$ cat src/rtl/bram_rd_pkg.sv
// bram_rd_pkg: shared state enum and latency/FIFO sizing for bram_rd_streamer.
// BRAM_RD_HIGH_PERF_EN selects LAT=2 (RAM output register used), else LAT=1.
package bram_rd_pkg;

  typedef enum logic [1:0] {
    IDLE,
    RUN,
    DRAIN,
    DONE
  } state_t;

`ifdef BRAM_RD_HIGH_PERF_EN
  localparam int LAT = 2;
`else
  localparam int LAT = 1;
`endif

  localparam int FIFO_DEPTH = LAT + 1;
  localparam int CW = $clog2(FIFO_DEPTH + 1);

endpackage

$ cat src/rtl/bram_rd_skid_fifo.sv
// bram_rd_skid_fifo: first-word-fall-through skid buffer, FIFO_DEPTH entries.
// Ports: clk, rstn, push/din in, pop in, dout (head), count, empty.
module bram_rd_skid_fifo
  import bram_rd_pkg::*;
#(
  parameter int WIDTH = 32
) (
  input  logic             clk,
  input  logic             rstn,
  input  logic             push,
  input  logic [WIDTH-1:0] din,
  input  logic             pop,
  output logic [WIDTH-1:0] dout,
  output logic [CW-1:0]    count,
  output logic             empty
);

  localparam int PW = (FIFO_DEPTH > 1) ? $clog2(FIFO_DEPTH) : 1;

  logic [WIDTH-1:0] mem [FIFO_DEPTH];
  logic [PW-1:0]    wr_ptr;
  logic [PW-1:0]    rd_ptr;
  logic [CW-1:0]    cnt;
  logic             full;
  logic             do_push;
  logic             do_pop;

  function automatic logic [PW-1:0] nxt(input logic [PW-1:0] p);
    return (p == PW'(FIFO_DEPTH - 1)) ? '0 : p + 1'b1;
  endfunction

  assign empty   = (cnt == '0);
  assign full    = (cnt == CW'(FIFO_DEPTH));
  assign do_push = push && !full;
  assign do_pop  = pop && !empty;
  assign dout    = mem[rd_ptr];
  assign count   = cnt;

  always_ff @(posedge clk or negedge rstn) begin
    if (!rstn) begin
      wr_ptr <= '0;
      rd_ptr <= '0;
      cnt    <= '0;
      for (int i = 0; i < FIFO_DEPTH; i++)
        mem[i] <= '0;
    end else begin
      if (do_push) begin
        mem[wr_ptr] <= din;
        wr_ptr      <= nxt(wr_ptr);
      end
      if (do_pop)
        rd_ptr <= nxt(rd_ptr);
      cnt <= cnt + CW'(do_push) - CW'(do_pop);
    end
  end

endmodule

$ cat src/rtl/bram_rd_streamer.sv
// bram_rd_streamer: reads len_i words from base_addr_i over RAM port B and
// streams them valid/ready with backpressure. Ports: clk, rstn, start_i,
// base_addr_i, len_i, busy_o, done_o, mem_addrb_o, mem_enb_o,
// mem_oreg_enb_o, mem_doutb_i, m_data_o, m_valid_o, m_ready_i, m_last_o.
// Macro BRAM_RD_HIGH_PERF_EN: LAT=2 with RAM output register enable.
module bram_rd_streamer
  import bram_rd_pkg::*;
#(
  parameter  int WIDTH = 32,
  parameter  int DEPTH = 512,
  localparam int AW    = $clog2(DEPTH)
) (
  input  logic             clk,
  input  logic             rstn,
  input  logic             start_i,
  input  logic [AW-1:0]    base_addr_i,
  input  logic [AW:0]      len_i,
  output logic             busy_o,
  output logic             done_o,
  output logic [AW-1:0]    mem_addrb_o,
  output logic             mem_enb_o,
  output logic             mem_oreg_enb_o,
  input  logic [WIDTH-1:0] mem_doutb_i,
  output logic [WIDTH-1:0] m_data_o,
  output logic             m_valid_o,
  input  logic             m_ready_i,
  output logic             m_last_o
);

  state_t        state;
  state_t        state_n;
  logic [AW-1:0] addr;
  logic [AW-1:0] addr_nxt;
  logic [AW:0]   issue_cnt;
  logic [AW:0]   beat_cnt;
  logic [CW-1:0] inflight;
  logic [CW-1:0] fifo_count;
  logic [CW:0]   occ;
  logic [LAT-1:0] cap_sr;
  logic          capture;
  logic          empty;
  logic          pop;
  logic          hs_last;
  logic          accept;

  assign accept   = (state == IDLE) && start_i && (len_i != '0);
  assign addr_nxt = (addr == AW'(DEPTH - 1)) ? '0 : addr + 1'b1;

  assign m_valid_o = !empty;
  assign pop       = m_valid_o && m_ready_i;
  assign m_last_o  = m_valid_o && (beat_cnt == (AW+1)'(1));
  assign hs_last   = pop && (beat_cnt == (AW+1)'(1));

  assign mem_addrb_o = addr;
  assign capture     = cap_sr[LAT-1];

  // A beat leaving this cycle frees its slot before any new read can land,
  // which is what lets the stream sustain one beat per cycle.
  assign occ = {1'b0, inflight} + {1'b0, fifo_count} - (CW+1)'(pop);

  always_ff @(posedge clk or negedge rstn) begin
    if (!rstn)
      state <= IDLE;
    else
      state <= state_n;
  end

  always_comb begin
    state_n   = state;
    mem_enb_o = 1'b0;
    busy_o    = 1'b0;
    done_o    = 1'b0;
    unique case (state)
      IDLE: begin
        if (start_i)
          state_n = (len_i == '0) ? DONE : RUN;
      end
      RUN: begin
        busy_o    = 1'b1;
        mem_enb_o = (occ < (CW+1)'(FIFO_DEPTH));
        if (mem_enb_o && issue_cnt == (AW+1)'(1))
          state_n = DRAIN;
      end
      DRAIN: begin
        busy_o = 1'b1;
        if (hs_last)
          state_n = DONE;
      end
      DONE: begin
        done_o  = 1'b1;
        state_n = IDLE;
      end
      default: state_n = IDLE;
    endcase
  end

  always_ff @(posedge clk or negedge rstn) begin
    if (!rstn) begin
      addr      <= '0;
      issue_cnt <= '0;
      beat_cnt  <= '0;
    end else if (accept) begin
      addr      <= base_addr_i;
      issue_cnt <= len_i;
      beat_cnt  <= len_i;
    end else begin
      if (mem_enb_o) begin
        addr      <= addr_nxt;
        issue_cnt <= issue_cnt - 1'b1;
      end
      if (pop)
        beat_cnt <= beat_cnt - 1'b1;
    end
  end

  // Capture strobe: the issue enable delayed by the RAM read latency.
  always_ff @(posedge clk or negedge rstn) begin
    if (!rstn) begin
      cap_sr   <= '0;
      inflight <= '0;
    end else begin
      cap_sr   <= LAT'({cap_sr, mem_enb_o});
      inflight <= inflight + CW'(mem_enb_o) - CW'(capture);
    end
  end

`ifdef BRAM_RD_HIGH_PERF_EN
  logic oreg_q;

  always_ff @(posedge clk or negedge rstn) begin
    if (!rstn)
      oreg_q <= 1'b0;
    else
      oreg_q <= mem_enb_o;
  end

  assign mem_oreg_enb_o = oreg_q;
`else
  assign mem_oreg_enb_o = 1'b0;
`endif

  bram_rd_skid_fifo #(
    .WIDTH (WIDTH)
  ) u_fifo (
    .clk   (clk),
    .rstn  (rstn),
    .push  (capture),
    .din   (mem_doutb_i),
    .pop   (pop),
    .dout  (m_data_o),
    .count (fifo_count),
    .empty (empty)
  );

endmodule

$ cat config.mk
export PLATFORM = sky130hd
export DESIGN_NAME = bram_rd_streamer
export DESIGN_NICKNAME = d
export VERILOG_FILES = /design/src/rtl/bram_rd_pkg.sv /design/src/rtl/bram_rd_skid_fifo.sv /design/src/rtl/bram_rd_streamer.sv
export SDC_FILE = /design/constraint.sdc
export NUM_CORES = 1
export LEC_CHECK = 0
export ABC_CLOCK_PERIOD_IN_PS = 5900
export BUFFER_PORTS_ARGS = -buffer_cell sky130_fd_sc_hd__buf_2
export CORE_MARGIN = 1.5
export CORE_UTILIZATION = 59
export DETAILED_ROUTE_END_ITERATION = 7
export PLACE_DENSITY = 0.85
export SKIP_CTS_REPAIR_TIMING = 1
export SLEW_MARGIN = 25
export SYNTH_ARGS = -nofsm -noshare
export SYNTH_HDL_FRONTEND = slang
export SYNTH_SLANG_ARGS = --single-unit
export TNS_END_PERCENT = 50
$ cat constraint.sdc
create_clock -name clk -period 5.9 [get_ports clk]
set_input_delay 0.885 -clock clk [delete_from_list [all_inputs] [get_ports clk]]
set_output_delay 0.885 -clock clk [all_outputs]
set_load 0.05 [all_outputs]
==> run summary, run 1 <==
status - finished, final reports clean
Via density - 5.732
final-report hold violation count - 0
Slew Viols, Final - 0
first-pass GRT wire length - 16,240 microns
fraction of layout cells with a size suffix above 1 - 44.16%
metal3 WL - 472 microns
Overflow after GRT - 0
synthesis-to-layout area growth - 16.09%
setup TNS - 0 ns
Required @ worst endpoint - 5.02 ns
synth unique cells - 47
Top FF cell, synth - dfrtp_1
RePlAce Congestion - 0.8387
maximum number of pins on one net before global-route repair - 75
reg2reg end - inflight[1]
WS Path Type - in -> out
area of the mapped netlist - 0.005016 sq mm
commonest non-fill, non-tap cell in the layout - dfrtp_1
reg2reg start - u_fifo.count[1]
fin crit period - 4.651 ns
CTS tree - built
CP Capture Type - primary output
leading cell types in the layout, fill and taps excluded - dfrtp_1 (102), buf_2 (99), mux2_2 (96), nor2_1 (23), a21oi_1 (21)
via count - 3,548
Tcrit/Tclk final - 78.83%
gr usage total - 23.39%
IO buf count - 100
max layer used - met4
clk_skew - 0.01362 ns
vias in the first global route - 3,546
initial antenna violation count - 0
Seq. cell area - 0.002552 sq mm
worst skew pair latency - 0.36 ns
Critical Path AT - 3.77 ns
Die Span X - 95.21 microns
crit path max fanout - 14
final setup vio count - 0
num rows - 33
total number of yosys warnings - 0
total CTS buffers - 9
I/O Pins - 102
die area - 0.009064 sq mm
Post-DRT Antenna Nets - 0
setup slack after layout - 1.249 ns
initial core utilization - 61.05%
HP Class - in -> async
worst slack, placed - 0.9997 ns
Fill cells - 586
clk root buf - clkbuf_8
H-tree levels - 3
wire length on met2 - 5258 microns
crit path launch type - input pin
M1 wire length - 4267 microns
average size of a mapped cell - 12.12 sq um
Max Clk Rate - 215.0 MHz
post-layout instance count excluding filler cells - 619
Core Area - 0.008217 sq mm
ys async rst share - 100.0%
Post-Syn Instances - 414
placed cells - 603
RSZ-0062 raised after global routing - no
register area share after synthesis - 50.89%
final core occ - 70.87%
clk slew on worst S/H paths - 0.11 ns
CTS Sinks - 102
Synth Register Bits - 102
DRC Markers - 0
multi-input combinational cell area - 0.002351 sq mm
drt first pass iters - 5
worst rel slew slack - 35.86%
drt initial violations - 83
clock buffer depth - 2
ANT cells - 0
R2R depth - 12
Post-synth EDFFs - 0
NumNets Final - 581
Max Cap Violations - 0
worst reg-to-reg setup slack - 2.14 ns
syn_nets - 486
DP HPWL - 7331 microns
Total Wirelength - 10,210 microns
WL/cell - 16.50 microns
Slew @ Worst Pin - 0.9601 ns
Die Height - 95.21 microns
==> cell usage after synthesis (4+ instances only) <==
library cell,instances,area share [%]
dfrtp_1,102,51
mux2_2,96,22
nor2_1,23,1.7
a21oi_1,21,2.1
ha_1,16,4.0
inv_1,16,1.2
xnor2_1,15,2.6
nand2_1,12,0.90
a31oi_1,11,1.4
clkbuf_1,11,0.82
xor2_1,7,1.2
buf_1,6,0.45
nor4_1,6,0.75
nand3_1,5,0.50
nor3_1,5,0.50
o21ai_0,5,0.50
or4_1,5,0.75
and3_1,4,0.50
nand4_1,4,0.50
o31ai_1,4,0.60
==> critical path, cell delays in order <==
cell and delay [ns]:
buf_2 0.10, o21ai_0 0.16, inv_1 0.29, ha_1 0.35, inv_1 0.08, nand2_1 0.07
fa_1 0.41, xnor2_2 0.53, or2_2 0.29, clkinv_1 0.28, buf_2 0.32
==> worst max-delay path by stage <==
stage,from,to,cells past startpoint,slack [ns]
3_5_place_dp,m_ready_i,mem_enb_o,11,1.0
4_1_cts,m_ready_i,mem_enb_o,11,0.99
6_report,m_ready_i,mem_enb_o,11,1.25
3_3_place_gp,m_ready_i,mem_enb_o,11,1.16
2_1_floorplan,m_ready_i,mem_enb_o,11,1.74
5_1_grt,u_fifo.count[1],mem_enb_o,10,0.97
==> logic make-up after synthesis <==
kind of cell	Yosys count	share of synthesized area [%]
flops	102	50.89
mux	98	22.00
simple gates	82	8.905
compound gates	55	7.009
buf+inv	37	2.894
xor+xnor	22	3.841
fa+ha+maj	17	4.390
other cells	1	0.07476
==> state kept, by name (all words and copies together) (netlist names) <==
name	cells
u_fifo.mem	64
inflight	2
issue_cnt	10
u_fifo.rd_ptr	1
u_fifo.wr_ptr	1
state	2
u_fifo.count	2
beat_cnt	10
cap_sr	1
mem_addrb_o	9
==> area by class of cell <==
type / count / area share, %
sequential: 102 / 43.83
multi-input combinational: 275 / 40.37
timing repair buffer: 104 / 9.153
tap: 105 / 2.256
clock buffer: 9 / 2.127
clock inverter: 7 / 1.160
inverter: 17 / 1.096
==> metal layers <==
layer  global-route usage [%]  vias to the layer above
met3                    4.785                       17
met5                        0                        -
met2                    40.01                      103
met1                    28.68                     1753
met4                    9.826                        0
li1                         -                     1675
==> metrics by stage <==
stage / hold slack, ns / instance area [sq um]
floorplan: 0.4455 / 5016
global placement: 0.4639 / 5624
detailed placement: 0.4675 / 5624
CTS: 0.4182 / 5816
global route: 0.4134 / 5823
finish: 0.4150 / 5823
Power of run 1 is not shown: default switching activity piles up to over one toggle a cycle in this logic, so the estimate is an artifact.
==> inputs of run 2 (changes only) <==
--- a/config.mk
+++ b/config.mk
@@ -5,12 +5,12 @@
 export SDC_FILE = /design/constraint.sdc
 export NUM_CORES = 1
 export LEC_CHECK = 0
-export ABC_CLOCK_PERIOD_IN_PS = 5900
+export ABC_CLOCK_PERIOD_IN_PS = 4200
 export BUFFER_PORTS_ARGS = -buffer_cell sky130_fd_sc_hd__buf_2
 export CORE_MARGIN = 1.5
-export CORE_UTILIZATION = 59
+export CORE_UTILIZATION = 50
 export DETAILED_ROUTE_END_ITERATION = 7
-export PLACE_DENSITY = 0.85
+export PLACE_DENSITY = 0.77
 export SKIP_CTS_REPAIR_TIMING = 1
 export SLEW_MARGIN = 25
 export SYNTH_ARGS = -nofsm -noshare
==> constraint.sdc (replaced) <==
create_clock -name clk -period 4.2 [get_ports clk]
set_input_delay 0.63 -clock clk [delete_from_list [all_inputs] [get_ports clk]]
set_output_delay 0.63 -clock clk [all_outputs]
set_load 0.05 [all_outputs]
==> run summary, run 2 (synthesized netlist as in run 1, its figures left out) <==
final-report hold violation count - 0 (unchanged)
DRC Markers - 0 (unchanged)
CTS Sinks - 102 (unchanged)
vias in the first global route - 3,582 (was 3,546)
setup TNS - 0 ns (unchanged)
DP HPWL - 7507 microns (was 7331 microns)
total CTS buffers - 9 (unchanged)
drt initial violations - 109 (was 83)
Largest register FFs - 64 (unchanged)
maximum number of pins on one net before global-route repair - 86 (was 75)
leading cell types in the layout, fill and taps excluded - dfrtp_1 (102), buf_2 (99), mux2_2 (96), nor2_1 (23), a21oi_1 (21) (unchanged)
first-pass GRT wire length - 16,450 microns (was 16,240 microns)
IO buf count - 100 (unchanged)
crit path launch type - flop (was input pin)
Max Cap Violations - 0 (unchanged)
CP max-delay cell - fa_1 (was xnor2_2)
RePlAce Congestion - 0.8082 (was 0.8387)
Max Clk Rate - 265.4 MHz
ANT cells - 0 (unchanged)
gr usage total - 19.88% (was 23.39%)
Tcrit/Tclk final - 89.71%
commonest non-fill, non-tap cell in the layout - dfrtp_1 (unchanged)
Die Height - 103.2 microns (was 95.21 microns)
final setup vio count - 0 (unchanged)
hold slack - 0.3108 ns (was 0.4150 ns)
drt first pass iters - 4 (was 5)
initial antenna violation count - 0 (unchanged)
Total Wirelength - 10,390 microns (was 10,210 microns)
Core Area - 0.009774 sq mm (was 0.008217 sq mm)
via count - 3,577 (was 3,548)
CP Capture Type - primary output (unchanged)
crit path max fanout - 9 (was 14)
WS Path Type - reg -> out (was in -> out)
HP Class - in -> async (unchanged)
Most flops, register - u_fifo.mem (unchanged)
Required @ worst endpoint - 3.57 ns (was 5.02 ns)
status - finished, final reports clean (unchanged)
clk root buf - clkbuf_8 (unchanged)
fin crit period - 3.768 ns
Slew @ Worst Pin - 0.9440 ns (was 0.9601 ns)
Via density - 5.503 (was 5.732)
initial core utilization - 51.32% (was 61.05%)
Largest stage delay, worst path - 0.56 ns (was 0.53 ns)
NumNets Final - 584 (was 581)
RSZ-0062 raised after global routing - no (unchanged)
fraction of layout cells with a size suffix above 1 - 44.29% (was 44.16%)
Fill cells - 847 (was 586)
H-tree levels - 3 (unchanged)
I/O Pins - 102 (unchanged)
clk slew on worst S/H paths - 0.09 ns (was 0.11 ns)
synthesis-to-layout area growth - 17.54% (was 16.09%)
Post-DRT Antenna Nets - 0 (unchanged)
R2R depth - 12 (unchanged)
num rows - 36 (was 33)
clk_skew - 0.01485 ns (was 0.01362 ns)
Overflow after GRT - 0 (unchanged)
Slew Viols, Final - 0 (unchanged)
crit path cell chain - o21ai_1 > inv_1 > ha_1 > inv_1 > nand2_1 > fa_1 > nand2_1 > or2_2 > clkinv_1 > buf_2 (was buf_2 > o21ai_0 > inv_1 > ha_1 > inv_1 > nand2_1 > fa_1 > xnor2_2 > or2_2 > clkinv_1 > buf_2)
top flop regs - u_fifo.mem (64), beat_cnt (10), issue_cnt (10) (unchanged)
worst skew pair latency - 0.36 ns (about the same)
die area - 0.01064 sq mm (was 0.009064 sq mm)
clock buffer depth - 2 (unchanged)
worst rel slew slack - 36.94% (was 35.86%)
Critical Path AT - 3.14 ns (was 3.77 ns)
CTS tree - built (unchanged)
Die Span X - 103.2 microns (was 95.21 microns)
WL/cell - 15.98 microns (was 16.50 microns)
## run 2: changes by cell type in the layout (fill, tap and decap cells not counted), sizes merged
| cell | before | now |
|---|---|---|
| inv | 19 | 21 |
| clkinvlp | 0 | 1 |
| bufinv | 0 | 1 |
| clkinv | 5 | 1 |
| buf | 104 | 107 |
## run 2: layer usage
metal | up-vias | wire, microns | GRT usage (%) | part of all wire [%]
li1 | 1675 | - | - | -
met1 | 1780 | 4466 | 24.58 | 43
met2 | 100 | 5268 | 34.82 | 51
met3 | 22 | 425 | 2.983 | 4.1
met4 | 0 | 228 | 8.316 | 2.2
met5 | - | 0 | 0 | 0
## run 2: stage by stage
step	utilization [%]	setup slack [ns]	area [sq um]	std cells
final	60.32	0.4321	5896	650
after global routing	60.32	0.1569	5896	650
after CTS	60.28	0.2651	5892	650
after detailed placement	58.13	0.5290	5682	634
after global placement	58.13	0.6040	5682	634
after floorplan	-	0.3870	5016	414
## run 2: area by class of cell
cell class,instances,area (sq um),share of cell area (%)
clock inverters,7,86.33,1.464
multi-input cells,275,2344,39.75
repair buffers,107,559.3,9.486
flip-flops and latches,102,2552,43.29
clock buffers,9,123.9,2.101
well taps,133,166.4,2.823
inverters,17,63.81,1.082
## run 2: worst max-delay path, delay by kind of cell, from the launching register on
kind,cells,cell delay [ns]
flops,1,0.42
compound gates,1,0.25
buf+inv,4,0.68
simple gates,3,0.59
fa+ha+maj,2,0.84
## run 2: path summary, 6_finish.rpt
path                                       end  slack (ns)       startpoint
worst max-delay path                 mem_enb_o        0.43  u_fifo.count[1]
worst min-delay path            u_fifo.mem[38]        0.31             rstn
worst max register to register     inflight[1]        1.05  u_fifo.count[1]
worst min register to register     inflight[1]        0.50      inflight[1]
max in group asynchronous       u_fifo.mem[61]        3.13             rstn
min in group clk                mem_addrb_o[4]        0.47   base_addr_i[4]
Power of run 2 is left out for the same reason.
==> inputs of run 3 (changes only) <==
--- a/config.mk
+++ b/config.mk
@@ -5,12 +5,13 @@
 export SDC_FILE = /design/constraint.sdc
 export NUM_CORES = 1
 export LEC_CHECK = 0
+export ABC_AREA = 1
 export ABC_CLOCK_PERIOD_IN_PS = 4200
 export BUFFER_PORTS_ARGS = -buffer_cell sky130_fd_sc_hd__buf_2
 export CORE_MARGIN = 1.5
 export CORE_UTILIZATION = 50
 export DETAILED_ROUTE_END_ITERATION = 7
-export PLACE_DENSITY = 0.77
+export PLACE_DENSITY = 0.76
 export SKIP_CTS_REPAIR_TIMING = 1
 export SLEW_MARGIN = 25
 export SYNTH_ARGS = -nofsm -noshare
==> run summary, run 3 <==
Via density - 5.052 (was 5.503)
num rows - 37 (was 36)
Largest register FFs - 64 (unchanged)
worst rel slew slack - 42.29% (was 36.94%)
cell with the most instances after synthesis - nand2_1 (was dfrtp_1)
Post-synth EDFFs - 0 (unchanged)
gr usage total - 22.37% (was 19.88%)
synthesis-to-layout area growth - 13.76% (was 17.54%)
Synth Register Bits - 102 (unchanged)
maximum number of pins on one net before global-route repair - 70 (was 86)
register area share after synthesis - 48.08% (was 50.89%)
DP HPWL - 8391 microns (was 7507 microns)
fraction of layout cells with a size suffix above 1 - 18.56% (was 44.29%)
Largest stage delay, worst path - 0.51 ns (was 0.56 ns)
first-pass GRT wire length - 20,350 microns (was 16,450 microns)
total number of yosys warnings - 0 (unchanged)
CP max-delay cell - fa_1 (unchanged)
Die Span X - 106.0 microns (was 103.2 microns)
drt initial violations - 368 (was 109)
initial antenna violation count - 0 (unchanged)
top flop regs - u_fifo.mem (64), beat_cnt (10), issue_cnt (10) (unchanged)
Worst Path Buf+Inv - 5 (was 4)
fin crit period - 3.699 ns (was 3.768 ns)
Critical Path AT - 3.07 ns (was 3.14 ns)
RePlAce Congestion - 0.8837 (was 0.8082)
Most flops, register - u_fifo.mem (unchanged)
ANT cells - 0 (unchanged)
status - finished, final reports clean (unchanged)
WS Path Type - reg -> out (unchanged)
worst skew pair latency - 0.36 ns (about the same)
NumNets Final - 844 (was 584)
reg2reg end - inflight[1] (unchanged)
area of the mapped netlist - 0.005309 sq mm (was 0.005016 sq mm)
H-tree levels - 3 (unchanged)
total CTS buffers - 9 (unchanged)
worst reg-to-reg setup slack - 1.23 ns (was 1.05 ns)
die area - 0.01124 sq mm (was 0.01064 sq mm)
Post-Syn Instances - 683 (was 414)
final-report hold violation count - 0 (unchanged)
CP Capture Type - primary output (unchanged)
Overflow after GRT - 0 (unchanged)
Slew @ Worst Pin - 0.8656 ns (was 0.9440 ns)
IO buf count - 100 (unchanged)
crit path max fanout - 12 (was 9)
cell family with most CP delay - adder cells (unchanged)
M1 wire length - 5449 microns (was 4466 microns)
syn_nets - 755 (was 486)
WL/cell - 13.09 microns (was 15.98 microns)
clock buffer depth - 2 (unchanged)
reg2reg start - u_fifo.count[1] (unchanged)
Fill cells - 937 (was 847)
most frequent CP cell - nand2_1
R2R depth - 15 (was 12)
Area contributors post-synth - dfrtp_1 (48%), nand2_1 (19%), inv_1 (4.5%) (was dfrtp_1 (51%), mux2_2 (22%), ha_1 (4.0%))
commonest non-fill, non-tap cell in the layout - nand2_1 (was dfrtp_1)
crit path launch type - flop (unchanged)
share of the synthesized area in the top cell type - 48.08% (was 50.89%)
average size of a mapped cell - 7.773 sq um (was 12.12 sq um)
vias in the first global route - 4,455 (was 3,582)
Top FF cell, synth - dfrtp_1 (unchanged)
leading cell types in the layout, fill and taps excluded - nand2_1 (268), dfrtp_1 (102), buf_2 (99), inv_1 (63), nand3_1 (45) (was dfrtp_1 (102), buf_2 (99), mux2_2 (96), nor2_1 (23), a21oi_1 (21))
initial core utilization - 51.42% (was 51.32%)
Max Clk Rate - 270.4 MHz (was 265.4 MHz)
Die Height - 106.0 microns (was 103.2 microns)
Slew Viols, Final - 0 (unchanged)
clk root buf - clkbuf_8 (unchanged)
wire length on met2 - 5817 microns (was 5268 microns)
largest area contributor in the netlist - dfrtp_1 (unchanged)
Core Area - 0.01032 sq mm (was 0.009774 sq mm)
Total Wirelength - 11,940 microns (was 10,390 microns)
Max Cap Violations - 0 (unchanged)
via count - 4,607 (was 3,577)
clk slew on worst S/H paths - 0.10 ns (was 0.09 ns)
Required @ worst endpoint - 3.57 ns (about the same)
clk_skew - 0.01326 ns (was 0.01485 ns)
RSZ-0062 raised after global routing - no (unchanged)
HP Class - in -> async (unchanged)
I/O Pins - 102 (unchanged)
CTS tree - built (unchanged)
Tcrit/Tclk final - 88.07% (was 89.71%)
Post-DRT Antenna Nets - 0 (unchanged)
max layer used - met4 (unchanged)
crit path cell chain - inv_1 > nand2_1 > nand2_2 > inv_2 > ha_1 > inv_1 > nand2_1 > fa_1 > nand2_1 > nor2_1 > nand2_2 > inv_2 > buf_2 (was o21ai_1 > inv_1 > ha_1 > inv_1 > nand2_1 > fa_1 > nand2_1 > or2_2 > clkinv_1 > buf_2)
DRC Markers - 0 (unchanged)
synth unique cells - 34 (was 47)
ys async rst share - 100.0% (unchanged)
final setup vio count - 0 (unchanged)
setup TNS - 0 ns (unchanged)
CTS Sinks - 102 (unchanged)
metal3 WL - 558 microns (was 425 microns)
drt first pass iters - 5 (was 4)
top cells by count, synth - nand2_1 (268), dfrtp_1 (102), inv_1 (63) (was dfrtp_1 (102), mux2_2 (96), nor2_1 (23))
-- run 3: logic make-up after synthesis --
family | after synthesis | share of synthesized area, %
buffers and inverters | 95 | 7.895
other | 1 | 0.07064
flip-flops | 102 | 48.08
AND/OR/NAND/NOR | 375 | 29.32
AO/OA/AOI/OAI | 73 | 7.188
adder cells (fa/ha/maj) | 17 | 4.148
XOR/XNOR | 20 | 3.300
-- run 3: how the worst max path moves through the flow --
stage | from | end | slack (ns) | cells after the start
floorplan | u_fifo.count[1] | mem_enb_o | 1.01 | 12
global placement | m_ready_i | mem_enb_o | 0.92 | 12
detailed placement | m_ready_i | mem_enb_o | 0.80 | 12
CTS | u_fifo.count[1] | mem_enb_o | 0.50 | 13
global route | u_fifo.count[1] | mem_enb_o | 0.31 | 13
finish | u_fifo.count[1] | mem_enb_o | 0.50 | 13
-- run 3: stage by stage --
stage / area (sq um) / util, % / worst slack, ns / hold slack, ns / cells
floorplan: 5309 / - / 1.011 / 0.3344 / 683
global placement: 5851 / 56.67 / 0.9157 / 0.4659 / 897
detailed placement: 5853 / 56.70 / 0.8033 / 0.4741 / 897
CTS: 6035 / 58.45 / 0.5037 / 0.3893 / 912
global route: 6040 / 58.50 / 0.3079 / 0.4249 / 912
finish: 6040 / 58.50 / 0.5012 / 0.3682 / 912
-- run 3: routing by layer --
metal / up-vias / global-route usage (%)
met2: 136 / 37.85
met4: 0 / 6.274
met3: 11 / 3.617
li1: 2301 / -
met5: - / 0
met1: 2159 / 29.84
-- run 3: area by class of cell --
class                   count  area, sq um  area share [%]
inverters                  70        265.3           4.392
clock buffers               9        123.9           2.051
clock inverters             6        57.56          0.9530
well taps                 136        170.2           2.817
repair buffers            103        525.5           8.701
multi-input cells         486         2345           38.82
flip-flops and latches    102         2552           42.26
Power of run 3 is left out for the same reason.
